## src/rtl/cic3_pkg.sv

```systemverilog
// Shared types and constants for divided-clock consumers of cic3_clkdiv.
package cic3_pkg;

  typedef enum logic {
    IDLE  = 1'b0,
    SHIFT = 1'b1
  } ser_state_t;

  localparam int FRAME_CNT_W           = 8;
  localparam int DEF_DECIMATION_FACTOR = 256;

endpackage

```

## src/rtl/cic3_frame_serializer_if.sv

```systemverilog
// Bus between the CIC datapaths / readout logic and the frame serializer.
interface cic3_frame_serializer_if
  import cic3_pkg::*;
#(
    parameter int NUMBITS      = 25,
    parameter int NUM_CHANNELS = 4
);
    // No valid/ready pair here: divided_clk rising is the only "request"; the serializer
    // cannot stall it, so a request that lands while busy is dropped and flagged via overrun.
    logic                              divided_clk;
    logic [NUM_CHANNELS*NUMBITS-1:0]   cic_data;
    logic                              enable;
    logic                              clr_overrun;
    logic                              serial_out;
    logic                              frame_sync;
    logic                              busy;
    logic                              overrun;
    logic [FRAME_CNT_W-1:0]            frame_count;
    ser_state_t                        dbg_state;

    modport master (
        output divided_clk, cic_data, enable, clr_overrun,
        input  serial_out, frame_sync, busy, overrun, frame_count, dbg_state
    );

    modport slave (
        input  divided_clk, cic_data, enable, clr_overrun,
        output serial_out, frame_sync, busy, overrun, frame_count, dbg_state
    );

endinterface

```

## src/rtl/cic3_div_edge_detect.sv

```systemverilog
// Rising-edge detector for the decimated clock, sampled in the fast clk domain.
module cic3_div_edge_detect (
    input  logic clk,
    input  logic rst_n,
    input  logic i_div_clk,
    output logic o_rise
);

    logic r_div_q;
    logic r_armed;

    // r_armed keeps a divided_clk that is already high at reset release from looking like an edge.
    always_ff @(posedge clk or negedge rst_n) begin
        if (!rst_n) begin
            r_div_q <= 1'b0;
            r_armed <= 1'b0;
        end else begin
            r_div_q <= i_div_clk;
            if (!i_div_clk) begin
                r_armed <= 1'b1;
            end
        end
    end

    assign o_rise = i_div_clk & ~r_div_q & r_armed;

endmodule

```

## src/rtl/cic3_frame_serializer.sv

```systemverilog
// Captures NUM_CHANNELS CIC3 words on each divided_clk rise and shifts them out MSB first, ch0 first.
module cic3_frame_serializer
  import cic3_pkg::*;
#(
    parameter int DECIMATION_FACTOR = DEF_DECIMATION_FACTOR,
    parameter int CLOCK_WIDTH       = $clog2(DECIMATION_FACTOR),
    parameter int NUMBITS           = 3*CLOCK_WIDTH+1,
    parameter int NUM_CHANNELS      = 4
) (
    input logic                    clk,
    input logic                    reset_n,
    cic3_frame_serializer_if.slave bus
);

    localparam int TOTAL_BITS = NUM_CHANNELS*NUMBITS;
    localparam int CNT_W      = $clog2(TOTAL_BITS);

    if (TOTAL_BITS >= DECIMATION_FACTOR) begin : g_frame_too_long
        $error("cic3_frame_serializer: frame of %0d bits does not fit in %0d clk periods",
               TOTAL_BITS, DECIMATION_FACTOR);
    end

    ser_state_t             r_state;
    ser_state_t             w_next_state;
    logic                   w_rise;
    logic                   w_start;
    logic                   w_last;
    logic [TOTAL_BITS-1:0]  w_frame;
    logic [TOTAL_BITS-1:0]  r_shreg;
    logic [CNT_W-1:0]       r_bit_cnt;
    logic                   r_serial;
    logic                   r_sync;
    logic                   r_busy;
    logic                   r_overrun;
    logic [FRAME_CNT_W-1:0] r_frame_cnt;

    cic3_div_edge_detect u_edge (
        .clk       (clk),
        .rst_n     (reset_n),
        .i_div_clk (bus.divided_clk),
        .o_rise    (w_rise)
    );

    // Channel 0 lands in the top word so a plain MSB-first shift emits it first.
    always_comb begin
        w_frame = '0;
        for (int c = 0; c < NUM_CHANNELS; c++) begin
            w_frame[(NUM_CHANNELS-1-c)*NUMBITS +: NUMBITS] = bus.cic_data[c*NUMBITS +: NUMBITS];
        end
    end

    always_comb begin
        w_next_state = r_state;
        w_start      = 1'b0;
        w_last       = 1'b0;
        case (r_state)
            IDLE: begin
                if (w_rise && bus.enable) begin
                    w_next_state = SHIFT;
                    w_start      = 1'b1;
                end
            end
            SHIFT: begin
                if (r_bit_cnt == '0) begin
                    w_next_state = IDLE;
                    w_last       = 1'b1;
                end
            end
            default: w_next_state = IDLE;
        endcase
    end

    always_ff @(posedge clk or negedge reset_n) begin
        if (!reset_n) begin
            r_state <= IDLE;
        end else begin
            r_state <= w_next_state;
        end
    end

    // bit_cnt counts the bits still to be shown after the one currently on serial_out.
    always_ff @(posedge clk or negedge reset_n) begin
        if (!reset_n) begin
            r_shreg     <= '0;
            r_bit_cnt   <= '0;
            r_serial    <= 1'b0;
            r_sync      <= 1'b0;
            r_busy      <= 1'b0;
            r_frame_cnt <= '0;
        end else if (w_start) begin
            r_serial    <= w_frame[TOTAL_BITS-1];
            r_shreg     <= {w_frame[TOTAL_BITS-2:0], 1'b0};
            r_bit_cnt   <= CNT_W'(TOTAL_BITS-1);
            r_sync      <= 1'b1;
            r_busy      <= 1'b1;
            r_frame_cnt <= r_frame_cnt + 1'b1;
        end else if (r_state == SHIFT) begin
            r_sync <= 1'b0;
            if (w_last) begin
                r_serial <= 1'b0;
                r_busy   <= 1'b0;
            end else begin
                r_serial  <= r_shreg[TOTAL_BITS-1];
                r_shreg   <= {r_shreg[TOTAL_BITS-2:0], 1'b0};
                r_bit_cnt <= r_bit_cnt - 1'b1;
            end
        end
    end

    // A rise during SHIFT, including the last-bit cycle, is a dropped sample; set beats clear.
    always_ff @(posedge clk or negedge reset_n) begin
        if (!reset_n) begin
            r_overrun <= 1'b0;
        end else if (w_rise && (r_state == SHIFT)) begin
            r_overrun <= 1'b1;
        end else if (bus.clr_overrun) begin
            r_overrun <= 1'b0;
        end
    end

    assign bus.serial_out  = r_serial;
    assign bus.frame_sync  = r_sync;
    assign bus.busy        = r_busy;
    assign bus.overrun     = r_overrun;
    assign bus.frame_count = r_frame_cnt;
    assign bus.dbg_state   = r_state;

endmodule

```

## src/flat_wrapper.sv

```systemverilog
// flat-port wrapper written by rule: the top's interface ports become plain ports
module cic3_frame_serializer_flat import cic3_pkg::*;
#(
    parameter int DECIMATION_FACTOR = DEF_DECIMATION_FACTOR,
    parameter int CLOCK_WIDTH       = $clog2(DECIMATION_FACTOR),
    parameter int NUMBITS           = 3*CLOCK_WIDTH+1,
    parameter int NUM_CHANNELS      = 4
)
  (clk, reset_n, bus_divided_clk, bus_cic_data, bus_enable, bus_clr_overrun, bus_serial_out, bus_frame_sync, bus_busy, bus_overrun, bus_frame_count, bus_dbg_state);
  cic3_frame_serializer_if #(.NUMBITS(NUMBITS), .NUM_CHANNELS(NUM_CHANNELS)) bus_i ();
  input logic clk;
  input logic reset_n;
  input wire logic [$bits(bus_i.divided_clk)-1:0] bus_divided_clk;
  input wire logic [$bits(bus_i.cic_data)-1:0] bus_cic_data;
  input wire logic [$bits(bus_i.enable)-1:0] bus_enable;
  input wire logic [$bits(bus_i.clr_overrun)-1:0] bus_clr_overrun;
  output wire logic [$bits(bus_i.serial_out)-1:0] bus_serial_out;
  output wire logic [$bits(bus_i.frame_sync)-1:0] bus_frame_sync;
  output wire logic [$bits(bus_i.busy)-1:0] bus_busy;
  output wire logic [$bits(bus_i.overrun)-1:0] bus_overrun;
  output wire logic [$bits(bus_i.frame_count)-1:0] bus_frame_count;
  output wire logic [$bits(bus_i.dbg_state)-1:0] bus_dbg_state;
  assign bus_i.divided_clk = bus_divided_clk;
  assign bus_i.cic_data = bus_cic_data;
  assign bus_i.enable = bus_enable;
  assign bus_i.clr_overrun = bus_clr_overrun;
  assign bus_serial_out = bus_i.serial_out;
  assign bus_frame_sync = bus_i.frame_sync;
  assign bus_busy = bus_i.busy;
  assign bus_overrun = bus_i.overrun;
  assign bus_frame_count = bus_i.frame_count;
  assign bus_dbg_state = bus_i.dbg_state;
  cic3_frame_serializer #(.DECIMATION_FACTOR(DECIMATION_FACTOR), .CLOCK_WIDTH(CLOCK_WIDTH), .NUMBITS(NUMBITS), .NUM_CHANNELS(NUM_CHANNELS)) u_core (.clk(clk), .reset_n(reset_n), .bus(bus_i));
endmodule
```

## config.mk

```make
export PLATFORM = sky130hd
export DESIGN_NAME = cic3_frame_serializer_flat
export DESIGN_NICKNAME = d
export VERILOG_FILES = /design/src/rtl/cic3_pkg.sv /design/src/rtl/cic3_frame_serializer_if.sv /design/src/rtl/cic3_div_edge_detect.sv /design/src/rtl/cic3_frame_serializer.sv /design/src/flat_wrapper.sv
export SDC_FILE = /design/constraint.sdc
export NUM_CORES = 1
export LEC_CHECK = 0
export ABC_AREA = 1
export BUFFER_PORTS_ARGS = -buffer_cell sky130_fd_sc_hd__buf_2
export CORE_UTILIZATION = 56
export CTS_CLUSTER_SIZE = 24
export DETAILED_ROUTE_END_ITERATION = 8
export PLACE_DENSITY = 0.83
export SLEW_MARGIN = 20
export SYNTH_ARGS = -nofsm -noshare
export SYNTH_HDL_FRONTEND = slang
export SYNTH_SLANG_ARGS = --single-unit
```

## constraint.sdc

```tcl
create_clock -name clk -period 2.1 [get_ports clk]
set_clock_uncertainty 0.1 [all_clocks]
set_input_delay 0.21 -clock clk [delete_from_list [all_inputs] [get_ports clk]]
set_output_delay 0.21 -clock clk [all_outputs]
set_load 0.05 [all_outputs]
```

======== Word level (Yosys, flattened, before mapping) ========
Index checks and enable logic that the tools add are counted.
W data, S select, Z words.
cells by class
  reduce and logical (&&, ||, !) cells .... 8
  eq/ne operators ......................... 1
  multiplexer cells ....................... 22
  add/sub/neg operators ................... 2
  bitwise operators ....................... 4
operators by type and width
  operator               count
  $mux W100              3
  $mux W7                3
  $mux W1                15
  $add A8 B1 Y8 const B  1
  $logic_not A7 Y1       1
  $sub A7 B1 Y7 const B  1
  $reduce_bool A2 Y1     3
  $reduce_and A2 Y1      2
  $and A1 B1 Y1          2
  $logic_and A1 B1 Y1    2
  $ne A2 B1 Y1 const B   1
  $not A1 Y1             2
  $pmux W1 S2            1
storage, ports and cells
  logic and storage cells ................. 47
  bits of input ports ..................... 105
  flip-flop bits (word level) ............. 122
  output and inout port bits .............. 13

======== Depth between registers and ports, before layout ========
Gate-level depths: netlist of the first run.
  depth after elaboration ................. 8
  gate-level depth with buffers ........... 11
  depth with buffers taken out ............ 9

======== Cells and area by module ========
Synthesis of the first run repeated with hierarchy kept, for this count alone.
unflattened totals
  cells, all modules ...................... 771
  area total of the unflattened synthesis .. 6113.4 um^2
by module, submodules not included
  module                 times used  area an instance (um^2)  cells each
  cic3_frame_serializer  1           6049.6                   766
  cic3_div_edge_detect   1           63.8                     5

======== Worst setup path after synthesis of the first run ========
Ideal clock, no wire load.
  path kind ............................... register -> register
  from .................................... register u_core.r_state (netlist: u_core.bus.dbg_state)
  to ...................................... register u_core.r_bit_cnt[6]
  setup slack ............................. 0.373 ns
  data arrival time ....................... 1.511 ns
  period minus slack after synthesis ...... 1.727 ns
  setup time .............................. 0.116 ns
  stages on the path, launching flop included .. 9
  path through ............................ dfrtp_1 -> inv_1 -> buf_4 -> nand3_2 -> buf_6 -> buf_6 -> nand3_1 -> nand2_1 -> nand2_1
between the ends
  longest elaborated chain between the ends .. 3
RTL lines
  what                                                                        line                          text
  start: declaration                                                          cic3_frame_serializer.sv:23   ser_state_t r_state;
  start signal: assignment                                                    cic3_frame_serializer.sv:77   r_state <= w_next_state;
  $mux W1                                                                     cic3_frame_serializer.sv:56   case (r_state)
  $ne A2 B1 Y1 (no source line) / $reduce_bool A2 Y1 (equally long branches)  n/a
  $reduce_and A2 Y1 (no source line)                                          n/a
  end signal: assignment                                                      cic3_frame_serializer.sv:93   r_bit_cnt <= CNT_W'(TOTAL_BITS-1);
  end signal: assignment                                                      cic3_frame_serializer.sv:105  r_bit_cnt <= r_bit_cnt - 1'b1;
  end: declaration                                                            cic3_frame_serializer.sv:30   logic [CNT_W-1:0] r_bit_cnt;
Several ways; a longest one is shown, not always the timed one.
A chain may end at the register's enable or synchronous reset.

======== Final worst setup path of the first run ========
  from .................................... input port bus_divided_clk
  to ...................................... register u_core.r_shreg[3]
between the ends
  longest elaborated chain between the ends .. 7
RTL lines
  what                                                                        line                          text
  start: declaration                                                          flat_wrapper.sv:13            input wire logic [$bits(bus_i.divided_clk)-1:0] bus_divided_clk;
  $and A1 B1 Y1 (*) (2 in series)                                             cic3_div_edge_detect.sv:25    assign o_rise = i_div_clk & ~r_div_q & r_armed;
  $logic_and A1 B1 Y1 (*)                                                     cic3_frame_serializer.sv:58   if (w_rise && bus.enable) begin
  $mux W1 (*)                                                                 cic3_frame_serializer.sv:58
  $mux W1 (*)                                                                 cic3_frame_serializer.sv:56
  $ne A2 B1 Y1 (no source line) / $reduce_bool A2 Y1 (equally long branches)  n/a
  $reduce_and A2 Y1 (no source line)                                          n/a
  end signal: assignment                                                      cic3_frame_serializer.sv:92   r_shreg <= {w_frame[TOTAL_BITS-2:0], 1'b0};
  end signal: assignment                                                      cic3_frame_serializer.sv:104  r_shreg <= {r_shreg[TOTAL_BITS-2:0], 1'b0};
  end: declaration                                                            cic3_frame_serializer.sv:29   logic [TOTAL_BITS-1:0] r_shreg;
Every way passes the cells marked *; elsewhere a longest branch is shown, timed or not.

==> key figures, run 1 <==
Outcome
  • Status: finished, final reports clean

Routing
  • Wire length per cell: 13.51 um
  • DR pass1 iterations: 5
  • Initial DRC count: about 650
  • Final WL: between 15000 and 20000 um
  • Final ANT Viol Nets: 0
  • Via/cell ratio: ~5.4
  • # DRC: 0
  • Vias: ~6100

Die
  • Die ar.: around 12000 um2
  • Starting Density: 58.58%
  • # IOs: roughly 120
  • Row count: 38
  • Area of the core: between 10000 and 15000 um2
  • Die width: approximately 110 um
  • Die Ht: roughly 110 um

Timing
  • RSZ-0062 raised after global routing: false
  • Final period util: between 90 and 100%
  • Min cycle time layout: around 1.9 ns
  • Fmax: ~520 MHz
  • Final setup violation count: 0
  • Hold Fails Final Rpt: 0
  • Count of pins over their slew limit: 0
  • Worst Tran Pin Value: around 0.61 ns
  • Slew HR: between 50% and 60%
  • Fin Setup TNS: 0 ns

Cells and area
  • Fin util: between 60 and 70%
  • Fill cells: around 900
  • Ant diodes: 0
  • Area grow syn2layout: 19.29%
  • Multi-input logic area: roughly 3000 um2
  • Register area: between 3000 and 4000 um2
  • Nets@finish: 1096
  • Share of post-route cells with drive strength above 1: 17.37%

Synthesis
  • Post-synth top area share: between 40% and 50%
  • Top-count cell post-synth: nand2_1
  • Sequential share of the synthesized area: 46.86%
  • Synthesis Warnings: 0
  • Dominant cell type by area after synthesis: dfrtp_1
  • Netlist Area Pre-Place: 6461 um2
  • Distinct cells, synth: 22
  • Post-synth top cells: 548 x nand2_1, 121 x dfrtp_1, 101 x nand4_1
  • Top FF cell, synth: dfrtp_1
  • Post-synthesis cell count: approximately 900
  • Syn avg cell area: approximately 7.2 um2
  • Synth Register Bits: 121
  • Async set-reset flop share out of synthesis: 100.0%
  • Largest cells by area after synthesis: dfrtp_1 47%, nand2_1 32%, nand4_1 9.8%, buf_6 2.1%, buf_4 1.6%
  • Number of synthesized flops with an enable pin: 0
  • Post-Syn Nets: roughly 1000

Setup path
  • Critical path startpoint: bus_divided_clk
  • Critical path's largest stage delay: between 0.5 and 0.6 ns
  • Worst path most repeated cell: nand2_1
  • WP data arrival: 2.15 ns
  • Crit-path cells: dlygate4sd3_1, buf_2, nand2_1, nor2_4, nand2_1, nand2_1, nand2_4, inv_2, buf_12, nand2_1, nand2_1
  • Crit Path Class: primary input to flop
  • Crit Path Max Fanout: slightly above 100
  • Worst reg2reg startpoint: u_core.r_bit_cnt[1]
  • Crit-path leading delay family: buffers and inverters
  • CP required: around 2.3 ns
  • Critical Path Sink Type: flop
  • Kind of start point of the critical path: primary input
  • CP max stage cell: dlygate4sd3_1
  • WP buf/inv: 4

Hold path
  • Worst Min Path Start: bus_cic_data[69]
  • Hold crit path type: primary input to flop

CTS
  • CTS tree: built
  • CTS Buffer Depth: 2
  • H-tree depth: 4
  • Reg clk slew, reported paths: 0.05 ns
  • Skew-Pair Late Insertion Delay: 0.41 ns
  • CTS Root Cell: clkbuf_16
  • Clock buffer count from CTS: 17
  • CTS sink cnt: 121

Global route
  • First-pass GRT wire length: ~26000 um
  • Gr ovfl total: 0
  • Initial antenna violation count: 0
  • Vias in the first global route: ~5400
  • Largest net degree at the start of global routing: 102
  • All-Layer GR Usage: between 20% and 30%

Placement
  • Hpwl dp: slightly above 9000 um
  • IO buf count: roughly 120
  • Placer congestion estimate: around 0.79

Pwr
  • PD cells: ~1300 nW/um2
  • Maximum vdd drop: 0.0008024 V
  • Leakage: roughly 0.0044 uW

Job
  • Maxcap violations: 0
-- final cells by class --
cell class	instances	share of cell area, %
tap	140	2.273
timing repair buffer	139	11.15
sequential	121	39.29
clock inverter	13	2.224
multi-input combinational	693	38.49
inverter	17	0.8279
clock buffer	19	5.747
-- worst register-to-register path, delay by kind of cell, from the launching register on --
kind / cells / cell delay (ns)
buffers and inverters: 4 / 0.40
flip-flops: 1 / 0.38
adder cells (fa/ha/maj): 1 / 0.26
AND/OR/NAND/NOR: 5 / 0.65
-- sequential cells by signal, summed over array words and instances (netlist names) --
signal	flops
u_core.u_edge.r_div_q	1
u_core.bus.frame_count	8
u_core.u_edge.r_armed	1
u_core.bus.dbg_state	1
u_core.bus.overrun	1
u_core.r_shreg	99
u_core.r_bit_cnt	7
u_core.bus.busy	1
u_core.bus.frame_sync	1
u_core.bus.serial_out	1
-- layer usage --
metal | wire length, um | track usage, %
met4 | 178 | 8.286
met1 | 6902 | 37.01
met3 | 831 | 5.928
met5 | 0 | 0
met2 | 7514 | 44.65
-- placed cells by master, fill, tap and decap left out, drive strengths merged, types with 4 or more instances in the layout --
cell	count
nand3	15
nor2	11
nand4	101
clkinvlp	5
o21ai	6
clkbuf	19
inv	18
dlygate4sd3	5
buf	134
nand2	548
dfrtp	121
clkinv	4
-- cells by family (layout without fill, tap and decap cells) --
family / count (synthesis) / in the layout / share of synthesized area [%]
AOI/OAI and AO/OA: 10 / 10 / 0.8133
xor gates and xnor gates: 5 / 5 / 0.6779
adders and majority gates: 2 / 2 / 0.3872
buffers and inverters: 85 / 188 / 7.533
DFF: 121 / 121 / 46.86
and+or+nand+nor: 676 / 676 / 43.73
-- power breakdown --
group / leakage, uW / internal, uW / total [uW] / switching (uW)
combinational: 0.00255 / 1150 / 3530 / 2380
sequential: 0.00160 / 3180 / 3720 / 534
clock: 0.000282 / 1910 / 3000 / 1090
-- metrics by stage --
stage,instances,hold WS (ns),setup WS [ns],area (um2),power (uW)
2_1_floorplan,899,-0.1856,0.3726,6461,6408
4_1_cts,1142,0.04168,0.1874,7704,10260
5_1_grt,1142,0.06365,0.03017,7707,10960
3_5_place_dp,1105,0.1714,0.2050,7039,7207
3_3_place_gp,1105,0.1713,0.3139,7039,7072
6_report,1142,0.05000,0.1823,7707,10250
-- timing repair --
| item | CTS | global route |
|---|---|---|
| setup endpoints to repair | 0 | 3 |
| buffers inserted | 0 | 0 |
| endpoints found under the hold margin | 49 | 0 |
| gates resized for setup | 0 | 1 |
| hold buffers | 5 | 0 |
-- path summary, 6_finish.rpt --
| path | to | slack (ns) | cells past startpoint |
|---|---|---|---|
| worst max register to register | u_core.r_bit_cnt[5] | 0.19 | 10 |
| min in group asynchronous | u_core.bus.frame_count[5] | 0.27 | 2 |
| worst max-delay path | u_core.r_shreg[3] | 0.18 | 11 |
| max in group asynchronous | u_core.r_shreg[22] | 0.96 | 3 |
| worst min register to register | u_core.r_shreg[90] | 0.38 | 2 |
| worst min-delay path | u_core.r_shreg[45] | 0.05 | 5 |
(Power assumes the default switching activity.)
==> run 2, diff against run 1 <==
--- a/config.mk
+++ b/config.mk
@@ -7,10 +7,12 @@
 export LEC_CHECK = 0
 export ABC_AREA = 1
 export BUFFER_PORTS_ARGS = -buffer_cell sky130_fd_sc_hd__buf_2
-export CORE_UTILIZATION = 56
+export CELL_PAD_IN_SITES_DETAIL_PLACEMENT = 0
+export CELL_PAD_IN_SITES_GLOBAL_PLACEMENT = 2
+export CORE_UTILIZATION = 31
 export CTS_CLUSTER_SIZE = 24
 export DETAILED_ROUTE_END_ITERATION = 8
-export PLACE_DENSITY = 0.83
+export PLACE_DENSITY = 0.82
 export SLEW_MARGIN = 20
 export SYNTH_ARGS = -nofsm -noshare
 export SYNTH_HDL_FRONTEND = slang
==> key figures, run 2 (synthesis results as in run 1) <==
Pwr
  • Leakage: 0.004443 uW (+0.16%)
  • Maximum vdd drop: 0.0006857 V (-15%)
  • Int Pwr: 6142 uW (-1.7%)
  • Net Sw Power: 3918 uW (-2.1%)
  • Reg power frac: 36.5% (+0.2 points)
  • Power Total: 10060 uW (-1.8%)
  • Comb power frac: 35.4% (+0.9 points)
  • Clk network pwr share: 28.1% (-1.2 points)
  • Switching part of the total: 38.94% (-0.098 points)
  • PD cells: 1283 nW/um2 (-3.5%)

Timing
  • Count of pins over their slew limit: 0 (unchanged)
  • Fin Setup TNS: 0 ns (unchanged)
  • Fmax: 553.1 MHz (+6.1%)
  • Setup WS post-layout: 0.2918 ns (+0.1096 ns)
  • Hold Fails Final Rpt: 0 (unchanged)
  • Slew HR: 66.66% (+7.6 points)
  • Worst Tran Pin Value: 0.5001 ns (-0.1147 ns)
  • Min cycle time layout: 1.808 ns (-0.1096 ns)
  • RSZ-0062 raised after global routing: false
  • Final setup violation count: 0 (unchanged)
  • Final period util: 86.10% (-5.2 points)

Die
  • Die width: 146.4 um (+34%)
  • Die ar.: 21420 um2 (+79%)
  • Starting Density: 31.73% (-27 points)
  • # IOs: 118 (unchanged)
  • Row count: 52 (+37%)
  • Area of the core: 20360 um2 (+85%)
  • Die Ht: 146.4 um (+34%)

CTS
  • Setup Fix Bufs, Post-CTS: 0 (unchanged)
  • Clock buffer count from CTS: 17 (unchanged)
  • CTS Buffer Depth: 2 (unchanged)
  • Skew-Pair Late Insertion Delay: 0.41 ns (about the same)
  • CTS sink cnt: 121 (unchanged)
  • CTS Root Cell: clkbuf_16
  • CTS tree: built
  • H-tree depth: 4 (unchanged)
  • Reg clk slew, reported paths: 0.05 ns (about the same)

Setup path
  • Critical path's largest stage delay: 0.37 ns (-0.15 ns)
  • Kind of start point of the critical path: flop
  • CP required: 2.35 ns (about the same)
  • Crit Path Max Fanout: 87 (-14%)
  • Crit Path Class: flop to flop
  • Worst path most repeated cell: nand2_1
  • Crit-path cells: inv_1, ha_1, inv_2, nor2_2, nand4_1, nand2_4, buf_12, nand2_1, nand2_1
  • Critical Path Sink Type: flop
  • WP data arrival: 2.05 ns (-0.10 ns)
  • Worst reg2reg setup slack: 0.29 ns (+0.10 ns)
  • CP max stage cell: dfrtp_1

Cells and area
  • Largest register FFs: 99 (unchanged)
  • Share of post-route cells with drive strength above 1: 17.25% (-0.12 points)
  • Nets@finish: 1097 (+0.091%)
  • Most frequent cells in the layout: 547 x nand2_1, 121 x dfrtp_1, 115 x buf_2, 101 x nand4_1, 17 x clkbuf_16
  • Fin area: 7843 um2 (+1.8%)
  • Final cell count without fillers: 1273 (+11%)
  • Fill cells: 2149 (+140%)
  • Top reg by flops: u_core.r_shreg
  • Most common cell after layout, fill and taps aside: nand2_1
  • Ant diodes: 0 (unchanged)
  • Area grow syn2layout: 21.38%

Routing
  • # DRC: 0 (unchanged)
  • Vias: 5886 (-3.8%)
  • Final WL: 17370 um (+13%)
  • Initial DRC count: 296 (-54%)
  • DR pass1 iterations: 5 (unchanged)
  • Wire length per cell: 13.65 um (+1.0%)
  • Via/cell ratio: 4.624 (-14%)
  • Final ANT Viol Nets: 0 (unchanged)

Job
  • Maxcap violations: 0 (unchanged)

Outcome
  • Status: finished, final reports clean

Placement
  • Placed cells: 1236 (+12%)
  • Placer congestion estimate: 0.7099 (-9.6%)
  • Hpwl dp: 10320 um (+14%)
  • IO buf count: 117 (unchanged)
  • Placed cell area: 7224 um2 (+2.6%)
  • Pre-CTS WS: 0.2792 ns (+0.07425 ns)

Global route
  • Gr ovfl total: 0 (unchanged)
  • All-Layer GR Usage: 16.93% (-11 points)
  • Vias in the first global route: 5717 (+5.0%)
  • Largest net degree at the start of global routing: 88 (-14%)
  • Initial antenna violation count: 0 (unchanged)
  • First-pass GRT wire length: 29080 um (+14%)

Hold path
  • Hold crit path type: primary input to flop
-- run 2: changes by cell type in the layout (fill, tap and decap cells not counted), sizes merged --
| cell | before | now |
|---|---|---|
| clkbuf | 19 | 22 |
| buf | 134 | 135 |
| clkinv | 4 | 10 |
| bufinv | 3 | 2 |
| inv | 18 | 15 |
| clkinvlp | 5 | 0 |
-- run 2: power groups by stage --
stage,combinational [uW],clock [uW],sequential (uW)
6_report,3560,2820,3680
2_1_floorplan,2570,0,3840
3_3_place_gp,3570,0,3700
4_1_cts,3630,2890,3680
3_5_place_dp,3610,0,3710
5_1_grt,4110,3000,3780
-- run 2: timing repair --
action | CTS | global route
setup endpoints to repair | 0 | 6
gates resized for setup | 0 | 1
hold buffers | 5 | 0
endpoints found under the hold margin | 37 | 0
-- run 2: final timing paths --
path,startpoint,depth (start not counted),to
max in group asynchronous,reset_n,3,u_core.r_shreg[27]
hold reg to reg,u_core.r_shreg[29],2,u_core.r_shreg[29]
hold / removal,bus_cic_data[52],5,u_core.r_shreg[28]
setup / recovery,u_core.r_bit_cnt[1],9,u_core.r_shreg[27]
setup reg to reg,u_core.r_bit_cnt[1],9,u_core.r_shreg[27]
min in group asynchronous,reset_n,2,u_core.r_shreg[85]
-- run 2: worst max-delay path, delay by kind of cell (launching register included) --
kind,cells,cell delay (ns)
flops,1,0.37
fa+ha+maj,1,0.17
buf+inv,3,0.44
simple gates,5,0.59
-- run 2: layer usage --
metal	part of all wire, %	track usage (%)
met2	45	26.00
met4	0.95	4.896
met3	3.6	3.875
met1	51	23.74
met5	0	0
-- run 2: per-stage QoR --
step,hold WS (ns),utilization (%)
finish,0.04002,38.51
global route,0.05437,38.51
CTS,0.02478,38.49
detailed placement,0.1173,35.48
global placement,0.1154,35.48
floorplan,-0.1856,-
-- run 2: layout make-up --
type	instances	area [um2]	share of cell area [%]
inverters	17	66.31	0.8456
clock inverters	10	100.1	1.276
repair buffers	140	879.6	11.22
well taps	270	337.8	4.308
multi-input cells	693	2967	37.83
clock buffers	22	464.2	5.919
flip-flops and latches	121	3028	38.61
